<file path="src/rtl/axi_ic_pkg.sv">
// Shared definitions for the AXI interconnect arbiters.
//   ARB_RR / ARB_FIXED : encodings of the arbiter_type input
//   aw_state_e / ar_state_e : address-channel grant FSM states
//   clog2 : ceiling log2, used for index and FIFO pointer widths
package axi_ic_pkg;

  localparam logic ARB_RR    = 1'b0;
  localparam logic ARB_FIXED = 1'b1;

  typedef enum logic {AW_RUN = 1'b0, AW_WAIT = 1'b1} aw_state_e;
  typedef enum logic {AR_RUN = 1'b0, AR_WAIT = 1'b1} ar_state_e;

  function automatic int clog2(input int value);
    int r;
    int v;
    r = 0;
    v = value - 1;
    while (v > 0) begin
      r++;
      v = v >> 1;
    end
    return r;
  endfunction

endpackage

</file>
<file path="src/rtl/axi_arb_core.sv">
// Combinational one-hot selector with a round-robin pointer.
//   clk, rst_n   : clock, asynchronous active-low reset
//   arb_type     : ARB_RR searches from the pointer, ARB_FIXED from index 0
//   req          : request vector, one bit per master
//   accept       : strobe, the grant on accept_grant completed a handshake
//   accept_grant : one-hot grant that was accepted (moves the pointer past it)
//   sel          : one-hot selection of req (0 when no request)
module axi_arb_core
  import axi_ic_pkg::*;
#(
  parameter int NUM = 3,
  localparam int IW = (clog2(NUM + 1) < 1) ? 1 : clog2(NUM + 1)
) (
  input  logic           clk,
  input  logic           rst_n,
  input  logic           arb_type,
  input  logic [NUM:0]   req,
  input  logic           accept,
  input  logic [NUM:0]   accept_grant,
  output logic [NUM:0]   sel
);

  logic [IW-1:0] ptr;
  logic [IW-1:0] ptr_nxt;
  logic [IW-1:0] acc_idx;
  logic          found;
  int            start;

  // Two passes: indices at/after the start point first, then the wrap-around.
  // Fixed priority is the same search with the start point pinned at 0.
  always_comb begin
    sel   = '0;
    found = 1'b0;
    start = (arb_type == ARB_FIXED) ? 0 : int'(ptr);
    for (int i = 0; i <= NUM; i++) begin
      if (!found && req[i] && (i >= start)) begin
        sel[i] = 1'b1;
        found  = 1'b1;
      end
    end
    for (int i = 0; i <= NUM; i++) begin
      if (!found && req[i] && (i < start)) begin
        sel[i] = 1'b1;
        found  = 1'b1;
      end
    end
  end

  always_comb begin
    acc_idx = '0;
    for (int i = 0; i <= NUM; i++) begin
      if (accept_grant[i]) acc_idx = IW'(i);
    end
    ptr_nxt = (acc_idx == IW'(NUM)) ? '0 : acc_idx + IW'(1);
  end

  // The pointer tracks handshakes in both modes so a mode switch starts clean.
  always_ff @(posedge clk or negedge rst_n) begin
    if (!rst_n) begin
      ptr <= '0;
    end else if (accept) begin
      ptr <= ptr_nxt;
    end
  end

endmodule

</file>
<file path="src/rtl/axi_arbiter_m2s_wlock.sv">
// Master-to-slave arbiter for one slave port: AW and AR grants among NUM+1
// masters, plus an AW-order FIFO that locks W data to AW acceptance order.
//   AXI_CLK, AXI_RSTn       : clock, asynchronous active-low reset
//   arbiter_type            : 0 round-robin, 1 fixed priority (lowest index)
//   AWSELECT/AWVALID/AWREADY: per-master AW request and slave ready
//   AWGRANT                 : one-hot AW grant (or 0)
//   WVALID/WREADY/WLAST     : per-master W beat signals
//   WGRANT                  : one-hot W grant = FIFO head (or 0)
//   ARSELECT/ARVALID/ARREADY: per-master AR request and slave ready
//   ARGRANT                 : one-hot AR grant (or 0)
//   wfifo_full, wfifo_level : AW-order FIFO status
//   aw_state_dbg, ar_state_dbg : grant FSM states
//
// Handshake rule for every channel: a transfer happens in the cycle where
// grant, VALID and READY are all high for the same master; a grant given to
// a VALID master is held unchanged until that transfer happens.
module axi_arbiter_m2s_wlock
  import axi_ic_pkg::*;
#(
  parameter int NUM         = 3,
  parameter int WFIFO_DEPTH = 4,
  localparam int IW = (clog2(NUM + 1) < 1) ? 1 : clog2(NUM + 1),
  localparam int LW = clog2(WFIFO_DEPTH)
) (
  input  logic          AXI_CLK,
  input  logic          AXI_RSTn,
  input  logic          arbiter_type,
  input  logic [NUM:0]  AWSELECT,
  input  logic [NUM:0]  AWVALID,
  input  logic [NUM:0]  AWREADY,
  output logic [NUM:0]  AWGRANT,
  input  logic [NUM:0]  WVALID,
  input  logic [NUM:0]  WREADY,
  input  logic [NUM:0]  WLAST,
  output logic [NUM:0]  WGRANT,
  input  logic [NUM:0]  ARSELECT,
  input  logic [NUM:0]  ARVALID,
  input  logic [NUM:0]  ARREADY,
  output logic [NUM:0]  ARGRANT,
  output logic          wfifo_full,
  output logic [LW:0]   wfifo_level,
  output aw_state_e     aw_state_dbg,
  output ar_state_e     ar_state_dbg
);

  logic [NUM:0] awreq, arreq;
  logic [NUM:0] aw_sel, ar_sel;
  logic [NUM:0] aw_hold, aw_hold_nxt, ar_hold, ar_hold_nxt;
  logic         hs_aw, hs_ar, w_pop;
  aw_state_e    aw_state, aw_state_nxt;
  ar_state_e    ar_state, ar_state_nxt;

  logic [IW-1:0] wf_mem [WFIFO_DEPTH];
  logic [LW:0]   wr_ptr, rd_ptr;
  logic [IW-1:0] aw_idx;
  logic [IW-1:0] wf_head;
  logic          wfifo_empty;

  assign awreq = AWSELECT & AWVALID;
  assign arreq = ARSELECT & ARVALID;

  axi_arb_core #(.NUM(NUM)) u_aw_core (
    .clk          (AXI_CLK),
    .rst_n        (AXI_RSTn),
    .arb_type     (arbiter_type),
    .req          (awreq),
    .accept       (hs_aw),
    .accept_grant (AWGRANT),
    .sel          (aw_sel)
  );

  axi_arb_core #(.NUM(NUM)) u_ar_core (
    .clk          (AXI_CLK),
    .rst_n        (AXI_RSTn),
    .arb_type     (arbiter_type),
    .req          (arreq),
    .accept       (hs_ar),
    .accept_grant (ARGRANT),
    .sel          (ar_sel)
  );

  // ---------------- AW channel ----------------
  // A full FIFO blocks new AW grants; a grant already held in AW_WAIT was
  // issued with room left, and only this channel pushes, so it still fits.
  always_comb begin
    AWGRANT = '0;
    if (AXI_RSTn) begin
      case (aw_state)
        AW_RUN:  AWGRANT = wfifo_full ? '0 : aw_sel;
        AW_WAIT: AWGRANT = aw_hold;
        default: AWGRANT = '0;
      endcase
    end
  end

  assign hs_aw = |(AWGRANT & AWVALID & AWREADY);

  always_comb begin
    aw_state_nxt = aw_state;
    aw_hold_nxt  = aw_hold;
    case (aw_state)
      AW_RUN: begin
        if (|AWGRANT && !hs_aw) begin
          aw_state_nxt = AW_WAIT;
          aw_hold_nxt  = AWGRANT;
        end
      end
      AW_WAIT: begin
        if (hs_aw) aw_state_nxt = AW_RUN;
      end
      default: aw_state_nxt = AW_RUN;
    endcase
  end

  always_ff @(posedge AXI_CLK or negedge AXI_RSTn) begin
    if (!AXI_RSTn) begin
      aw_state <= AW_RUN;
      aw_hold  <= '0;
    end else begin
      aw_state <= aw_state_nxt;
      aw_hold  <= aw_hold_nxt;
    end
  end

  // ---------------- AR channel ----------------
  always_comb begin
    ARGRANT = '0;
    if (AXI_RSTn) begin
      case (ar_state)
        AR_RUN:  ARGRANT = ar_sel;
        AR_WAIT: ARGRANT = ar_hold;
        default: ARGRANT = '0;
      endcase
    end
  end

  assign hs_ar = |(ARGRANT & ARVALID & ARREADY);

  always_comb begin
    ar_state_nxt = ar_state;
    ar_hold_nxt  = ar_hold;
    case (ar_state)
      AR_RUN: begin
        if (|ARGRANT && !hs_ar) begin
          ar_state_nxt = AR_WAIT;
          ar_hold_nxt  = ARGRANT;
        end
      end
      AR_WAIT: begin
        if (hs_ar) ar_state_nxt = AR_RUN;
      end
      default: ar_state_nxt = AR_RUN;
    endcase
  end

  always_ff @(posedge AXI_CLK or negedge AXI_RSTn) begin
    if (!AXI_RSTn) begin
      ar_state <= AR_RUN;
      ar_hold  <= '0;
    end else begin
      ar_state <= ar_state_nxt;
      ar_hold  <= ar_hold_nxt;
    end
  end

  assign aw_state_dbg = aw_state;
  assign ar_state_dbg = ar_state;

  // ---------------- AW-order FIFO ----------------
  // Pointers carry one extra wrap bit: equal means empty, differing only in
  // the wrap bit means full.
  always_comb begin
    aw_idx = '0;
    for (int i = 0; i <= NUM; i++) begin
      if (AWGRANT[i]) aw_idx = IW'(i);
    end
  end

  assign wfifo_empty = (wr_ptr == rd_ptr);
  assign wfifo_full  = (wr_ptr[LW] != rd_ptr[LW]) &&
                       (wr_ptr[LW-1:0] == rd_ptr[LW-1:0]);
  assign wfifo_level = wr_ptr - rd_ptr;
  assign wf_head     = wf_mem[rd_ptr[LW-1:0]];

  always_comb begin
    WGRANT = '0;
    if (AXI_RSTn && !wfifo_empty) begin
      for (int i = 0; i <= NUM; i++) begin
        if (wf_head == IW'(i)) WGRANT[i] = 1'b1;
      end
    end
  end

  assign w_pop = |(WGRANT & WVALID & WREADY & WLAST);

  always_ff @(posedge AXI_CLK or negedge AXI_RSTn) begin
    if (!AXI_RSTn) begin
      wr_ptr <= '0;
      rd_ptr <= '0;
    end else begin
      if (hs_aw) wr_ptr <= wr_ptr + 1'b1;
      if (w_pop) rd_ptr <= rd_ptr + 1'b1;
    end
  end

  always_ff @(posedge AXI_CLK) begin
    if (hs_aw) wf_mem[wr_ptr[LW-1:0]] <= aw_idx;
  end

endmodule
</file>
<file path="config.mk">
export PLATFORM = sky130hd
export DESIGN_NAME = axi_arbiter_m2s_wlock
export DESIGN_NICKNAME = d
export VERILOG_FILES = /design/src/rtl/axi_ic_pkg.sv /design/src/rtl/axi_arb_core.sv /design/src/rtl/axi_arbiter_m2s_wlock.sv
export SDC_FILE = /design/constraint.sdc
export NUM_CORES = 1
export LEC_CHECK = 0
export CORE_MARGIN = 4
export CORE_UTILIZATION = 43
export CTS_CLUSTER_DIAMETER = 80
export DETAILED_ROUTE_END_ITERATION = 12
export GPL_TIMING_DRIVEN = 0
export PLACE_DENSITY = 0.76
export SLEW_MARGIN = 20
export SYNTH_ARGS = -nofsm -noshare
export SYNTH_HDL_FRONTEND = slang
export SYNTH_SLANG_ARGS = --single-unit
export TNS_END_PERCENT = 30
</file>
<file path="constraint.sdc">
create_clock -name AXI_CLK -period 2.75 [get_ports AXI_CLK]
set_clock_uncertainty 0.15 [all_clocks]
set_input_delay 0.6875 -clock AXI_CLK [delete_from_list [all_inputs] [get_ports AXI_CLK]]
set_output_delay 0.6875 -clock AXI_CLK [all_outputs]
set_load 0.01 [all_outputs]
</file>
==> flow_summary.yaml, run 1 <==
logic_synthesis:
  synth_cell_types: 64
  synth.ff_latch_count: 28
  seq_area_frac_synth: 0.3740
  async_flop_share: 0.7143
  synth_nets: 248
  synth_edf_count: 8
  ys.flop_type: "dfrtp_1"
  synth_cells: 201
  syn_avg_cell_area_um2: 9.854
  netlist_area_um2: 1981
  ys_warn_count: 0
power_and_ir_drop:
  p_per_area_nw_per_um2: 869.3
  combPwrFrac: 0.603
  netSwitchingFraction: 0.3973
  p_leak_nw: 1.329
  p_sw_mw: 1.064
  seq_power_share: 0.274
  power.internal_mw: 1.614
  power.total_mw: 2.678
  peakVddDrop_mv: 0.4661
  clock_power_share: 0.123
critical_path:
  arrival_ns: 1.97
  cp-end-kind: "output port"
  worstSetupStartpointType: "register"
  critical_path_class: "register to output port"
  path_max_fanout: 3
  cp.required_ns: 1.91
timing:
  final.min_clock_period_ns: 2.805
  setup_violations: 3
  finalHoldViolCount: 0
  rsz0062_at_grt: "yes"
  clock.fmax_mhz: 356.4
  setup_slack_ns: -0.05549
  relSlewSlack: 0.7058
  slew_viol_final: 0
  holdWs_ns: 0.07351
  worst_pin_slew_ns: 0.4413
  finalCritPeriodShare: 1.020
floorplan:
  row_count: 24
  die-area_um2: 5756
  die_h_um: 75.87
  core-area_um2: 4414
  ios: 57
  start_util: 0.4487
  die_x_um: 75.87
grt:
  grt_first_pass_wirelength_um: 8783
  antenna_found_initial: 0
  overflow: 0
  grt_pass1_vias: 1914
  grt_start_max_net_pins: 28
  grt_usage: 0.1988
layout:
  final_common_cell: "buf_4"
  utilization: 0.6978
  drive_above_1_share: 0.3574
  antenna_cells: 0
  final_cell_mix: "buf_4 (27), clkdlybuf4s50_1 (23), dfrtp_1 (18)"
  final_cells: 343
  fin_nets: 339
  syn2layout_area_growth_pct: 55.53
place:
  dpl.hpwl_um: 3784
  portBuffers: 56
  placed_cells: 309
  gp_congestion: 0.9421
hold_path:
  min_path_type: "input pin to async pin"
cts:
  cts_tree: "built"
  ctsHoldBuffers: 0
  cts.sinks: 28
  clkLatencyLatePin_ns: 0.28
  cts_buffers: 3
  cts_max_level: 1
  clkTransAtPathRegs_ns: 0.10
  clock_path_buffers: 2
  cts-root-buf: "clkbuf_8"
drt:
  vias_per_cell: 5.598
  wire_per_inst_um: 16.17
  ant_nets: 0
  dr.pass1.iters: 4
  drcViolationCount: 0
  routed_wl_um: 5548
  first_iter_violations: 104
  vias: 1920
outcome:
  status: "finished with violations"
  violations: "setup timing"
flow_run:
  maxCapViolations: 0
-- power by group through the flow --
stage | combinational (mW) | clock (mW) | sequential [mW]
global placement | 1.23 | 0 | 0.738
floorplan | 0.777 | 0 | 0.705
CTS | 1.51 | 0.335 | 0.726
detailed placement | 1.25 | 0 | 0.746
finish | 1.61 | 0.330 | 0.733
global route | 1.76 | 0.352 | 0.753
-- synthesized netlist by cell type (2+ instances only) --
| library cell | count | area, µm² |
|---|---|---|
| a21o_1 | 5 | 37.54 |
| a21oi_1 | 7 | 35.03 |
| a31oi_1 | 2 | 12.51 |
| and2_1 | 10 | 62.56 |
| and3_1 | 5 | 31.28 |
| clkbuf_1 | 3 | 11.26 |
| dfrtp_1 | 20 | 500.5 |
| edfxtp_1 | 8 | 240.2 |
| ha_1 | 7 | 87.58 |
| inv_1 | 16 | 60.06 |
| mux2_2 | 2 | 22.52 |
| mux2_4 | 3 | 45.04 |
| mux2i_1 | 2 | 20.02 |
| mux4_2 | 2 | 45.04 |
| nand2_1 | 15 | 56.30 |
| nand2b_1 | 5 | 31.28 |
| nand3_1 | 11 | 55.05 |
| nand4_1 | 3 | 18.77 |
| nor2_1 | 7 | 26.28 |
| nor2b_1 | 3 | 18.77 |
| nor3_1 | 4 | 20.02 |
| nor3b_1 | 2 | 15.01 |
| o211ai_1 | 2 | 15.01 |
| o21ai_0 | 7 | 35.03 |
| o21ai_1 | 2 | 10.01 |
| o221ai_1 | 2 | 17.52 |
| o22ai_1 | 2 | 12.51 |
| o31ai_1 | 5 | 37.54 |
| xnor2_1 | 3 | 26.28 |
| xor2_1 | 2 | 17.52 |
-- timing repair --
item	4_1_cts	5_1_grt
gates resized for setup	121	21
buffers inserted	26	5
pin swaps	23	14
setup endpoints to repair	51	25
hold endpoints to repair	0	0
-- cell type report --
type                       count  area [µm²]
buffer                         3       28.78
clock buffer                   3       41.29
clock inverter                 1       30.03
fill                         322        1334
inverter                      17       63.81
multi-input combinational    152        1324
sequential                    28       743.2
tap                           52       65.06
timing repair buffer          87       784.5
-- through the flow --
step / TNS (ns) / setup slack (ns) / area, µm²
6_report: -0.06770 / -0.05549 / 3080
5_1_grt: -0.6209 / -0.1603 / 3080
4_1_cts: -0.2869 / -0.1472 / 3002
3_5_place_dp: -50.00 / -1.740 / 2606
3_3_place_gp: -49.19 / -1.772 / 2606
2_1_floorplan: 0 / 0.06040 / 1981
-- logic make-up (layout without fill, tap and decap cells) --
group,count (synthesis),count (layout),synth area share
xor gates and xnor gates,6,6,0.03033
adders and majority gates,8,8,0.05433
DFF,28,28,0.3740
and+or+nand+nor,73,73,0.2028
AOI/OAI and AO/OA,55,55,0.2255
muxes,10,10,0.07264
buffers and inverters,21,111,0.04043
-- worst max-delay path, cell delays in order (launching register included) --
cell and delay [ns]:
dfrtp_1 0.41, inv_2 0.10, ha_4 0.21, and2_4 0.15
and2_4 0.18, a21o_1 0.18, a211oi_2 0.19, a22oi_2 0.09
inv_2 0.08, buf_6 0.10
-- per-layer routing --
layer	global-route usage	part of all wire
met1	0.2490	0.40
met2	0.3593	0.54
met3	0.02507	0.053
met4	0.05049	0.0083
met5	0	0
-- final timing paths --
| path | from | endpoint | slack, ns | cells past startpoint |
|---|---|---|---|---|
| worst max-delay path | wr_ptr[0]$_DFFE_PN0N_ | AWGRANT[3] | -0.06 | 9 |
| worst min-delay path | AXI_RSTn | aw_hold[2]$_DFFE_PN0P_ | 0.07 | 1 |
| worst max register to register | wr_ptr[0]$_DFFE_PN0N_ | aw_hold[1]$_DFFE_PN0P_ | 0.05 | 11 |
| worst min register to register | wr_ptr[2]$_DFFE_PN0N_ | wr_ptr[2]$_DFFE_PN0N_ | 0.37 | 1 |
| max in group asynchronous | AXI_RSTn | rd_ptr[0]$_DFFE_PN0P_ | 2.19 | 1 |
| min in group AXI_CLK | wr_ptr[2]$_DFFE_PN0N_ | wr_ptr[2]$_DFFE_PN0N_ | 0.37 | 1 |
-- registers in the layout (all words and copies together) (netlist names) --
| name | flops |
|---|---|
| ar_state_dbg | 1 |
| u_aw_core.ptr | 2 |
| ar_hold | 4 |
| wf_mem | 8 |
| wr_ptr | 3 |
| u_ar_core.ptr | 2 |
| aw_state_dbg | 1 |
| rd_ptr | 3 |
| aw_hold | 4 |
Note: power is estimated with default switching activity, not from simulation.
==> run 2: changes to the inputs <==
Settings changed: CAP_MARGIN from default to 15.
==> results of run 2 <==
No change in the layout: final DEF, timing and power equal those of run 1.
==> run 3: changes to the inputs <==
Settings changed: CTS_CLUSTER_SIZE from default to 16.
==> results of run 3 <==
No change in the layout: final DEF, timing and power equal those of run 1.
